==> config.mk <==
export PLATFORM = sky130hd
export DESIGN_NAME = pma_region_table_flat
export DESIGN_NICKNAME = d
export VERILOG_FILES = /design/src/rtl/pma_region_table_if.sv /design/src/rtl/pma_region_table.sv /design/src/flat_wrapper.sv
export SDC_FILE = /design/constraint.sdc
export NUM_CORES = 2
export LEC_CHECK = 0
export BUFFER_PORTS_ARGS = -buffer_cell sky130_fd_sc_hd__buf_4
export CELL_PAD_IN_SITES_DETAIL_PLACEMENT = 0
export CELL_PAD_IN_SITES_GLOBAL_PLACEMENT = 1
export CORE_MARGIN = 2
export CORE_UTILIZATION = 47
export CTS_CLUSTER_SIZE = 25
export DETAILED_ROUTE_END_ITERATION = 8
export PLACE_DENSITY = 0.78
export SYNTH_ARGS = -nofsm -noshare
export SYNTH_HDL_FRONTEND = slang
export SYNTH_SLANG_ARGS = --single-unit
export TNS_END_PERCENT = 20
==> constraint.sdc <==
create_clock -name clk_i -period 7.6 [get_ports clk_i]
set_input_delay 1.52 -clock clk_i [delete_from_list [all_inputs] [get_ports clk_i]]
set_output_delay 1.52 -clock clk_i [all_outputs]
set_load 0.005 [all_outputs]
==> src/rtl/pma_region_table_if.sv <==
// Register-port and lookup-port bundle for pma_region_table.
// Signal names keep the block's _i/_o port naming as seen from the table itself.
interface pma_region_table_if #(
    parameter int unsigned NrRules   = 4,
    parameter int unsigned AddrWidth = 64,
    parameter int unsigned DataWidth = 64
);
    localparam int unsigned CfgAddrWidth = $clog2(NrRules) + 2;
    localparam int unsigned RuleIdxWidth = (NrRules > 1) ? $clog2(NrRules) : 1;

    logic                    cfg_req_i;
    logic                    cfg_we_i;
    logic [CfgAddrWidth-1:0] cfg_addr_i;
    logic [DataWidth-1:0]    cfg_wdata_i;
    logic                    cfg_rvalid_o;
    logic [DataWidth-1:0]    cfg_rdata_o;
    logic                    cfg_err_o;
    logic                    lookup_valid_i;
    logic [AddrWidth-1:0]    lookup_addr_i;
    logic                    lookup_valid_o;
    logic [2:0]              lookup_attr_o;
    logic                    lookup_hit_o;
    logic [RuleIdxWidth-1:0] lookup_rule_o;

    modport master (
        output cfg_req_i, cfg_we_i, cfg_addr_i, cfg_wdata_i, lookup_valid_i, lookup_addr_i,
        input  cfg_rvalid_o, cfg_rdata_o, cfg_err_o,
        input  lookup_valid_o, lookup_attr_o, lookup_hit_o, lookup_rule_o
    );

    modport slave (
        input  cfg_req_i, cfg_we_i, cfg_addr_i, cfg_wdata_i, lookup_valid_i, lookup_addr_i,
        output cfg_rvalid_o, cfg_rdata_o, cfg_err_o,
        output lookup_valid_o, lookup_attr_o, lookup_hit_o, lookup_rule_o
    );
endinterface

==> src/rtl/pma_region_table.sv <==
// Runtime-programmable PMA region table: NrRules base/length/cfg rules, 1-cycle lookup.
// Define PMA_REGION_HIT_CNT_EN to add a 32-bit saturating hit counter per rule (word 3).
module pma_region_table #(
    parameter int unsigned                          NrRules     = 4,
    parameter int unsigned                          AddrWidth   = 64,
    parameter int unsigned                          DataWidth   = 64,
    parameter logic [2:0]                           DefaultAttr = 3'b000,
    parameter logic [NrRules-1:0][AddrWidth-1:0]    RstBase     = '0,
    parameter logic [NrRules-1:0][AddrWidth-1:0]    RstLength   = '0,
    parameter logic [NrRules-1:0][7:0]              RstCfg      = '0
) (
    input logic               clk_i,
    input logic               rst_i,
    pma_region_table_if.slave bus
);
    localparam int unsigned CfgAddrWidth = $clog2(NrRules) + 2;
    localparam int unsigned RuleIdxWidth = (NrRules > 1) ? $clog2(NrRules) : 1;
    // cfg byte: bit0 cached, bit1 exec, bit2 nonidem, bit3 enable, bit7 lock
    localparam logic [7:0]  CfgMask      = 8'h8F;

    logic [NrRules-1:0][AddrWidth-1:0] base_q, base_d;
    logic [NrRules-1:0][AddrWidth-1:0] length_q, length_d;
    logic [NrRules-1:0][7:0]           cfg_q, cfg_d;

    logic                    cfg_rvalid_q, cfg_rvalid_d;
    logic                    cfg_err_q, cfg_err_d;
    logic [DataWidth-1:0]    cfg_rdata_q, cfg_rdata_d;
    logic                    lookup_valid_q, lookup_valid_d;
    logic                    lookup_hit_q, lookup_hit_d;
    logic [2:0]              lookup_attr_q, lookup_attr_d;
    logic [RuleIdxWidth-1:0] lookup_rule_q, lookup_rule_d;

    logic [CfgAddrWidth-1:0] cfg_rule_s;
    logic [1:0]              cfg_word_s;
    logic [RuleIdxWidth-1:0] cfg_idx_s;
    logic                    cfg_rule_ok_s;
    logic                    cfg_locked_s;
    logic [NrRules-1:0]      match_s;
    logic                    win_hit_s;
    logic [RuleIdxWidth-1:0] win_idx_s;
    logic [2:0]              win_attr_s;
    logic                    unused_wdata_s;

`ifdef PMA_REGION_HIT_CNT_EN
    localparam logic [31:0]   CntMax = 32'hFFFF_FFFF;
    logic [NrRules-1:0][31:0] hit_cnt_q, hit_cnt_d;
    logic [NrRules-1:0]       cnt_clr_s;
`endif

    assign unused_wdata_s = ^bus.cfg_wdata_i;

    // Split the config word address into rule index and word select; out-of-range rules never lock.
    always_comb begin
        cfg_rule_s    = bus.cfg_addr_i >> 2;
        cfg_word_s    = bus.cfg_addr_i[1:0];
        cfg_idx_s     = RuleIdxWidth'(cfg_rule_s);
        cfg_rule_ok_s = (cfg_rule_s < CfgAddrWidth'(NrRules));
        cfg_locked_s  = cfg_rule_ok_s ? cfg_q[cfg_idx_s][7] : 1'b0;
    end

    // Config port: write decode with lock/range checks, read mux, one-cycle response.
    always_comb begin
        base_d       = base_q;
        length_d     = length_q;
        cfg_d        = cfg_q;
        cfg_rvalid_d = bus.cfg_req_i;
        cfg_err_d    = 1'b0;
        cfg_rdata_d  = '0;
`ifdef PMA_REGION_HIT_CNT_EN
        cnt_clr_s    = '0;
`endif
        if (!bus.cfg_req_i) begin
            cfg_err_d = 1'b0;
        end else if (!cfg_rule_ok_s) begin
            cfg_err_d = 1'b1;
        end else if (bus.cfg_we_i) begin
            case (cfg_word_s)
                2'd0: begin
                    if (cfg_locked_s) begin
                        cfg_err_d = 1'b1;
                    end else begin
                        base_d[cfg_idx_s] = bus.cfg_wdata_i[AddrWidth-1:0];
                    end
                end
                2'd1: begin
                    if (cfg_locked_s) begin
                        cfg_err_d = 1'b1;
                    end else begin
                        length_d[cfg_idx_s] = bus.cfg_wdata_i[AddrWidth-1:0];
                    end
                end
                2'd2: begin
                    if (cfg_locked_s) begin
                        cfg_err_d = 1'b1;
                    end else begin
                        cfg_d[cfg_idx_s] = bus.cfg_wdata_i[7:0] & CfgMask;
                    end
                end
                2'd3: begin
`ifdef PMA_REGION_HIT_CNT_EN
                    // Counter clear bypasses the lock so software can always re-arm statistics.
                    cnt_clr_s[cfg_idx_s] = 1'b1;
`else
                    cfg_err_d = 1'b1;
`endif
                end
                default: cfg_err_d = 1'b1;
            endcase
        end else begin
            case (cfg_word_s)
                2'd0:    cfg_rdata_d = DataWidth'(base_q[cfg_idx_s]);
                2'd1:    cfg_rdata_d = DataWidth'(length_q[cfg_idx_s]);
                2'd2:    cfg_rdata_d = DataWidth'(cfg_q[cfg_idx_s]);
`ifdef PMA_REGION_HIT_CNT_EN
                2'd3:    cfg_rdata_d = DataWidth'(hit_cnt_q[cfg_idx_s]);
`else
                2'd3:    cfg_rdata_d = '0;
`endif
                default: cfg_rdata_d = '0;
            endcase
        end
    end

    // Region match per rule and lowest-index priority select; the end of a region never wraps.
    always_comb begin
        match_s    = '0;
        win_hit_s  = 1'b0;
        win_idx_s  = '0;
        win_attr_s = DefaultAttr;
        for (int i = 0; i < NrRules; i++) begin
            match_s[i] = cfg_q[i][3] && (length_q[i] != '0) &&
                         (bus.lookup_addr_i >= base_q[i]) &&
                         ((bus.lookup_addr_i - base_q[i]) < length_q[i]);
        end
        for (int i = NrRules - 1; i >= 0; i--) begin
            win_hit_s  = match_s[i] ? 1'b1 : win_hit_s;
            win_idx_s  = match_s[i] ? RuleIdxWidth'(i) : win_idx_s;
            win_attr_s = match_s[i] ? cfg_q[i][2:0] : win_attr_s;
        end
    end

    // Lookup result stage; all result fields are forced to zero when no lookup was issued.
    always_comb begin
        lookup_valid_d = bus.lookup_valid_i;
        lookup_hit_d   = bus.lookup_valid_i & win_hit_s;
        lookup_rule_d  = bus.lookup_valid_i ? win_idx_s : '0;
        lookup_attr_d  = bus.lookup_valid_i ? win_attr_s : 3'b000;
    end

`ifdef PMA_REGION_HIT_CNT_EN
    // Saturating hit counters; a clear in the same cycle as an increment wins.
    always_comb begin
        hit_cnt_d = hit_cnt_q;
        for (int i = 0; i < NrRules; i++) begin
            if (cnt_clr_s[i]) begin
                hit_cnt_d[i] = 32'd0;
            end else if (bus.lookup_valid_i && win_hit_s &&
                         (win_idx_s == RuleIdxWidth'(i)) && (hit_cnt_q[i] != CntMax)) begin
                hit_cnt_d[i] = hit_cnt_q[i] + 32'd1;
            end else begin
                hit_cnt_d[i] = hit_cnt_q[i];
            end
        end
    end

    // Hit counter registers.
    always_ff @(posedge clk_i) begin
        if (rst_i) begin
            hit_cnt_q <= '0;
        end else begin
            hit_cnt_q <= hit_cnt_d;
        end
    end
`endif

    // Rule storage and output registers; reset drops any in-flight response.
    always_ff @(posedge clk_i) begin
        if (rst_i) begin
            base_q   <= RstBase;
            length_q <= RstLength;
            for (int i = 0; i < NrRules; i++) begin
                cfg_q[i] <= RstCfg[i] & CfgMask;
            end
            cfg_rvalid_q   <= 1'b0;
            cfg_err_q      <= 1'b0;
            cfg_rdata_q    <= '0;
            lookup_valid_q <= 1'b0;
            lookup_hit_q   <= 1'b0;
            lookup_attr_q  <= 3'b000;
            lookup_rule_q  <= '0;
        end else begin
            base_q         <= base_d;
            length_q       <= length_d;
            cfg_q          <= cfg_d;
            cfg_rvalid_q   <= cfg_rvalid_d;
            cfg_err_q      <= cfg_err_d;
            cfg_rdata_q    <= cfg_rdata_d;
            lookup_valid_q <= lookup_valid_d;
            lookup_hit_q   <= lookup_hit_d;
            lookup_attr_q  <= lookup_attr_d;
            lookup_rule_q  <= lookup_rule_d;
        end
    end

    assign bus.cfg_rvalid_o   = cfg_rvalid_q;
    assign bus.cfg_err_o      = cfg_err_q;
    assign bus.cfg_rdata_o    = cfg_rdata_q;
    assign bus.lookup_valid_o = lookup_valid_q;
    assign bus.lookup_hit_o   = lookup_hit_q;
    assign bus.lookup_attr_o  = lookup_attr_q;
    assign bus.lookup_rule_o  = lookup_rule_q;
endmodule

==> src/flat_wrapper.sv <==
// flat-port wrapper written by rule: the top's interface ports become plain ports
module pma_region_table_flat 
#(
    parameter int unsigned                          NrRules     = 4,
    parameter int unsigned                          AddrWidth   = 64,
    parameter int unsigned                          DataWidth   = 64,
    parameter logic [2:0]                           DefaultAttr = 3'b000,
    parameter logic [NrRules-1:0][AddrWidth-1:0]    RstBase     = '0,
    parameter logic [NrRules-1:0][AddrWidth-1:0]    RstLength   = '0,
    parameter logic [NrRules-1:0][7:0]              RstCfg      = '0
)
  (clk_i, rst_i, bus_cfg_req_i, bus_cfg_we_i, bus_cfg_addr_i, bus_cfg_wdata_i, bus_lookup_valid_i, bus_lookup_addr_i, bus_cfg_rvalid_o, bus_cfg_rdata_o, bus_cfg_err_o, bus_lookup_valid_o, bus_lookup_attr_o, bus_lookup_hit_o, bus_lookup_rule_o);
  pma_region_table_if #(.NrRules(NrRules), .AddrWidth(AddrWidth), .DataWidth(DataWidth)) bus_i ();
  input logic clk_i;
  input logic rst_i;
  input wire logic [$bits(bus_i.cfg_req_i)-1:0] bus_cfg_req_i;
  input wire logic [$bits(bus_i.cfg_we_i)-1:0] bus_cfg_we_i;
  input wire logic [$bits(bus_i.cfg_addr_i)-1:0] bus_cfg_addr_i;
  input wire logic [$bits(bus_i.cfg_wdata_i)-1:0] bus_cfg_wdata_i;
  input wire logic [$bits(bus_i.lookup_valid_i)-1:0] bus_lookup_valid_i;
  input wire logic [$bits(bus_i.lookup_addr_i)-1:0] bus_lookup_addr_i;
  output wire logic [$bits(bus_i.cfg_rvalid_o)-1:0] bus_cfg_rvalid_o;
  output wire logic [$bits(bus_i.cfg_rdata_o)-1:0] bus_cfg_rdata_o;
  output wire logic [$bits(bus_i.cfg_err_o)-1:0] bus_cfg_err_o;
  output wire logic [$bits(bus_i.lookup_valid_o)-1:0] bus_lookup_valid_o;
  output wire logic [$bits(bus_i.lookup_attr_o)-1:0] bus_lookup_attr_o;
  output wire logic [$bits(bus_i.lookup_hit_o)-1:0] bus_lookup_hit_o;
  output wire logic [$bits(bus_i.lookup_rule_o)-1:0] bus_lookup_rule_o;
  assign bus_i.cfg_req_i = bus_cfg_req_i;
  assign bus_i.cfg_we_i = bus_cfg_we_i;
  assign bus_i.cfg_addr_i = bus_cfg_addr_i;
  assign bus_i.cfg_wdata_i = bus_cfg_wdata_i;
  assign bus_i.lookup_valid_i = bus_lookup_valid_i;
  assign bus_i.lookup_addr_i = bus_lookup_addr_i;
  assign bus_cfg_rvalid_o = bus_i.cfg_rvalid_o;
  assign bus_cfg_rdata_o = bus_i.cfg_rdata_o;
  assign bus_cfg_err_o = bus_i.cfg_err_o;
  assign bus_lookup_valid_o = bus_i.lookup_valid_o;
  assign bus_lookup_attr_o = bus_i.lookup_attr_o;
  assign bus_lookup_hit_o = bus_i.lookup_hit_o;
  assign bus_lookup_rule_o = bus_i.lookup_rule_o;
  pma_region_table #(.NrRules(NrRules), .AddrWidth(AddrWidth), .DataWidth(DataWidth), .DefaultAttr(DefaultAttr), .RstBase(RstBase), .RstLength(RstLength), .RstCfg(RstCfg)) u_core (.clk_i(clk_i), .rst_i(rst_i), .bus(bus_i));
endmodule
# Word-level counts from Yosys, hierarchy flattened
# Cells that the tools add are included.
[totals]
inputBits = 137
wordCells = 100
reg_bits = 617
[classes]
eq_ne = 3
magnitude_cmp = 11
reduce_logical = 27
n_addsub = 4
bitwise = 5
muxes = 30
[op_table]
columns = ["cell", "count"]
rows = [
  ["256-bit bitwise mux", 2],
  ["64-bit binary-select mux with 2-bit select", 2],
  ["64-bit greater-or-equal comparator", 4],
  ["64-bit < comparator", 4],
  ["64-bit one-hot mux with 4 select lines", 1],
  ["64-bit nonzero test", 4],
  ["64-bit subtractor", 4],
  ["64-bit two-way mux", 3],
  ["64-bit demux with 2-bit select", 1],
  ["32-bit bitwise mux", 1],
  ["8-bit binary-select mux with 2-bit select", 1],
  ["8-bit demux with 2-bit select", 1],
  ["8-bit two-way mux", 2],
  ["5-bit AND reduction", 3],
  ["1-bit logical AND", 13],
  ["3-bit two-way mux", 4],
  ["1-bit two-way mux", 9],
  ["4-bit OR reduction", 2],
  ["2-bit by 3-bit < comparator with 1-bit output, second input constant", 2],
  ["3-bit OR reduction", 2],
  ["2-bit == test, second input constant", 2],
  ["2-bit two-way mux", 2],
  ["1-bit NOT", 4],
  ["2-bit OR reduction", 2],
  ["5 further kinds", 5],
]

# Longest topological paths before layout
[depth]
ltp_word = 9
depth_mapped = 25
depth_no_buf = 25

# Worst setup path after synthesis
# Ideal clock, no wire load.
[synth_path]
path_type = "input-to-reg"
from = "input port bus_lookup_addr_i[0]"
to = "register u_core.lookup_attr_q[0], in the netlist u_core.bus.lookup_attr_o[0]"
arrival_time_ns = 5.909
t_required_ns = 7.514
stages = 24
slack_ns = 1.605
cell_sequence = "inv_1 > ha_1 > inv_1 > fa_1 > a211oi_1 > o21bai_1 > a31oi_1 > o211ai_1 > a21oi_1 > o31a_1 > o221a_2 > o21ai_0 > a21oi_1 > xnor2_1 > ha_1 > and4_1 > a221oi_1 > nor3_1 > a2111oi_0 > o21a_1 > o311a_1 > and2_1 > mux2i_1 > a211oi_1"
[synth_between]
elab_chain_cells = 7
word_cells_on_any_way = 24
cone_classes = "add/sub: 4; order compare: 8; mux: 4; reduce/logical: 8"
[synth_rtl]
columns = ["element", "line_no", "text"]
rows = [
  ["start: declaration", "flat_wrapper.sv:21", "input wire logic [$bits(bus_i.lookup_addr_i)-1:0] bus_lookup_addr_i;"],
  ["64-bit subtractor / 64-bit greater-or-equal comparator (equally long branches)", "pma_region_table.sv:133, pma_region_table.sv:132", ""],
  ["64-bit < comparator / 1-bit logical AND (equally long branches)", "pma_region_table.sv:133, pma_region_table.sv:131", ""],
  ["1-bit logical AND", "pma_region_table.sv:132", "(bus.lookup_addr_i >= base_q[i]) &&"],
  ["3-bit two-way mux (3 in a row)", "pma_region_table.sv:138", "win_attr_s = match_s[i] ? cfg_q[i][2:0] : win_attr_s;"],
  ["3-bit two-way mux (*)", "pma_region_table.sv:138", ""],
  ["end signal: assignment", "pma_region_table.sv:200", "lookup_attr_q <= lookup_attr_d;"],
  ["end: declaration", "pma_region_table.sv:30", "logic [2:0] lookup_attr_q, lookup_attr_d;"],
]
# Mark *: on every way between the ends. The rest lies on a longest branch, timed or not.
# A chain may end at the register's enable or synchronous reset.

# Final worst setup path
# Same ends and word-level chain as after synthesis.

==> out/qor.csv <==
stage,metric,value,unit
pwr,internal power,5.88,mW
cells_and_area,Finished Cell Area,0.0513,mm^2
clock_network,# hold bufs at CTS,0,
sta,clk_skew,36.4,ps
clock_network,postcts setup bufs,0,
setup_path,Crit Path Max Fanout,5,
synthesis,"top cells by area, synth","dfxtp_1 26%, ha_1 14%, nand2_1 10%",
floorplanning,placement row count,115,
detailed_routing,total number of vias,46100,
clock_network,"Gates resized, CTS repair",0,
detailed_routing,ANT nets after route,0,
flow_run,Max Cap Violations,0,
placed_design,dpl cells,7380,
min_path,Hold Path Class,register to register,
clock_network,Clock transition at path regs,60,ps
floorplanning,chip width,319,um
synthesis,ys flop type,dfxtp_1,
synthesis,Synth warnings,0,
placed_design,port buffer count,209,
detailed_routing,drt wl/cell,27.0,um
synthesis,number of flops mapped to enable cells by yosys,0,
sta,worst hold slack,469,ps
placed_design,Placed Area,0.0490,mm^2
synthesis,top cell type's share of synthesized area,26.0,%
global_route,antenna violations before repair,7,
cells_and_area,area occupied by multi-input gates,0.0309,mm^2
setup_path,WS Path Type,input pin to register,
floorplanning,Initial Utilization,47.4,%
sta,RSZ-0062 raised after global routing,false,
floorplanning,Die H,319,um
global_route,largest net degree at the start of global routing,201,
cells_and_area,layout cells sized above 1,9.36,%
detailed_routing,WL final,203000,um
pwr,switching pwr,2.66,mW
floorplanning,Core ar.,0.0983,mm^2
pwr,Net Sw Frac,31.2,%
synthesis,Async SR Flop Fraction,0,%
sta,setup TNS,0,ps
sta,fmax,0.140,GHz
synthesis,Post-Syn Area per Cell,7.55,um^2
sta,Worst Max-Slew Pin Slew,1450,ps
clock_network,clock latency on the worst-skew pair,670,ps
synthesis,"area leader, netlist",dfxtp_1,
setup_path,worst path arrival time,7730,ps
pwr,Clock Power Share,40.2,%
synthesis,Cells after Synth,6165,
clock_network,Clock Sink Count,605,
sta,worst setup margin,433,ps
placed_design,Setup WS pre-CTS,-50.9,ps
sta,min Tclk post-route,7170,ps
cells_and_area,FF+latch area,0.0121,mm^2
pwr,total power,8.54,mW
placed_design,HPWL after detailed placement,157000,um
sta,Final Max Tran Viols,0,
sta,relative slew slack,2.29,%
synthesis,top-count cell post-synth,nand2_1,
detailed_routing,number of detailed-route iterations in the first pass,6,
cells_and_area,Layout Cells excl Fill,7506,
synthesis,syn_nets,6814,
global_route,vias in the first global route,42800,
clock_network,Clock Tree Buf Depth,3,
synthesis,sequential element share of the synthesized area,26.0,%
setup_path,Setup crit start kind,input pin,
synthesis,Post-Syn Area,0.0465,mm^2
detailed_routing,DR iter-0 viols,5189,
clock_network,CTS Root Cell,clkbuf_16,
synthesis,#FFs+latches synth,605,
cells_and_area,Final #Nets,6815,
synthesis,Yosys cell types,82,
placed_design,GPL Wtd Cong,0.999,
sta,crit share post-route,94.3,%
floorplanning,full die area,0.102,mm^2
setup_path,CP Capture Type,register,
pwr,Leak,18.5,nW
detailed_routing,DRC Markers,0,
pwr,Combinational Power Share,22.0,%
sta,final setup vio count,0,
global_route,global-route wire length before repair,294000,um
cells_and_area,area delta synth->final,10.2,%
global_route,gr usage total,38.8,%
detailed_routing,drt via density,6.14,
clock_network,CTS buffer count,71,
global_route,gr ovfl total,0,
sta,final hold violation count,0,
synthesis,synth cell count leaders,"1260 x nand2_1, 871 x a21oi_1, 605 x dfxtp_1, 584 x inv_1, 508 x ha_1",
pwr,Flop pwr share,37.7,%
run_status,status,"finished, final reports clean",
clock_network,htree depth,3,
pwr,worst vdd ir,0.171,mV
cells_and_area,utilization after layout,52.2,%
clock_network,CTS tree,yes,
pwr,Pwr Density,166,mW/mm^2
cells_and_area,Filler cells,9728,
setup_path,Critical Path RT,8170,ps
floorplanning,I/O pins,210,
[worst max-delay path: stages]
cell and delay, ps:
buf_4 110, inv_1 180, ha_1 210, inv_1 60
fa_1 460, a211oi_1 340, o21bai_1 190, a31oi_1 200
buf_4 170, o21ai_1 80, a21oi_1 820, o21ai_1 220
a21oi_1 380, o21ai_1 260, o311ai_0 450, ha_1 320
nor2b_1 130, o21ai_0 150, nand4b_1 110, a2111oi_0 350
o21a_1 180, o311a_1 380, and2_1 180, mux2i_1 60
a211oi_1 240
[layout by cell type, fill, tap and decap left out, types with 18 or more instances in the layout]
master,synthesis,layout
a211oi_1,32,32
o211ai_1,25,25
and3_1,24,24
nor4_1,76,73
nand4_1,118,118
o21ai_0,190,190
mux2i_1,68,68
nand3_1,77,76
inv_1,584,584
a21oi_1,871,871
nand2b_1,26,25
xor2_1,80,80
o21a_1,50,50
nand2_1,1260,1259
nor2b_1,48,48
ha_1,508,508
nor2_1,251,245
buf_4,0,287
nor3_1,40,40
dfxtp_1,605,605
a21o_1,202,202
xnor2_1,149,149
o21bai_1,52,52
or3_1,19,18
clkbuf_16,0,72
mux4_2,133,133
and2_1,28,28
a31oi_1,36,36
[layout make-up]
type,instances,share of cell area (%)
repair buffers,292,4.36
diodes,3,0.0146
inverters,584,4.27
well taps,1287,3.14
flip-flops and latches,605,23.6
clock buffers,99,3.92
multi-input cells,4612,60.2
clock inverters,24,0.485
[registers in the layout (all words and copies together), names as in the netlist, 2 cells and up]
register,cells
u_core.length_q,256
u_core.cfg_q,20
u_core.bus.lookup_rule_o,2
u_core.bus.lookup_attr_o,3
u_core.bus.cfg_rdata_o,64
u_core.base_q,256
[power groups by stage]
stage          combinational [mW]  sequential [mW]  clock, mW
3_3_place_gp                 1.83             3.29          0
4_1_cts                      1.84             3.22       3.47
2_1_floorplan                1.24             3.28          0
6_report                     1.88             3.22       3.43
3_5_place_dp                 1.83             3.29          0
5_1_grt                      2.05             3.22       3.58
[final timing paths]
| check | startpoint | to | slack (ps) | cells past startpoint |
|---|---|---|---|---|
| worst max register to register | u_core.base_q[205] | u_core.bus.lookup_attr_o[0] | 1150 | 24 |
| worst max-delay path | bus_lookup_addr_i[0] | u_core.bus.lookup_attr_o[0] | 430 | 25 |
| worst min register to register | u_core.base_q[191] | u_core.base_q[191] | 470 | 2 |
| worst min-delay path | u_core.base_q[191] | u_core.base_q[191] | 470 | 2 |
[kinds of logic (layout without fill, tap and decap cells)]
| family | Yosys count | after routing | share of synthesized area (%) |
|---|---|---|---|
| AOI/OAI and AO/OA | 1633 | 1633 | 20.9 |
| xor gates and xnor gates | 229 | 229 | 4.31 |
| adders and majority gates | 512 | 512 | 13.8 |
| buffers and inverters | 948 | 999 | 7.81 |
| DFF | 605 | 605 | 26.0 |
| muxes | 203 | 203 | 7.95 |
| other | 0 | 3 | 0 |
| and+or+nand+nor | 2035 | 2035 | 19.2 |
[routing by layer]
layer / global-route usage, % / share of wire [%] / vias to the layer above
li1: - / - / 21400
met1: 54.0 / 44 / 22200
met2: 59.8 / 44 / 2126
met3: 6.32 / 8.2 / 350
met4: 15.1 / 4.1 / 0
met5: 0 / 0 / -
(Power assumes the default switching activity.)
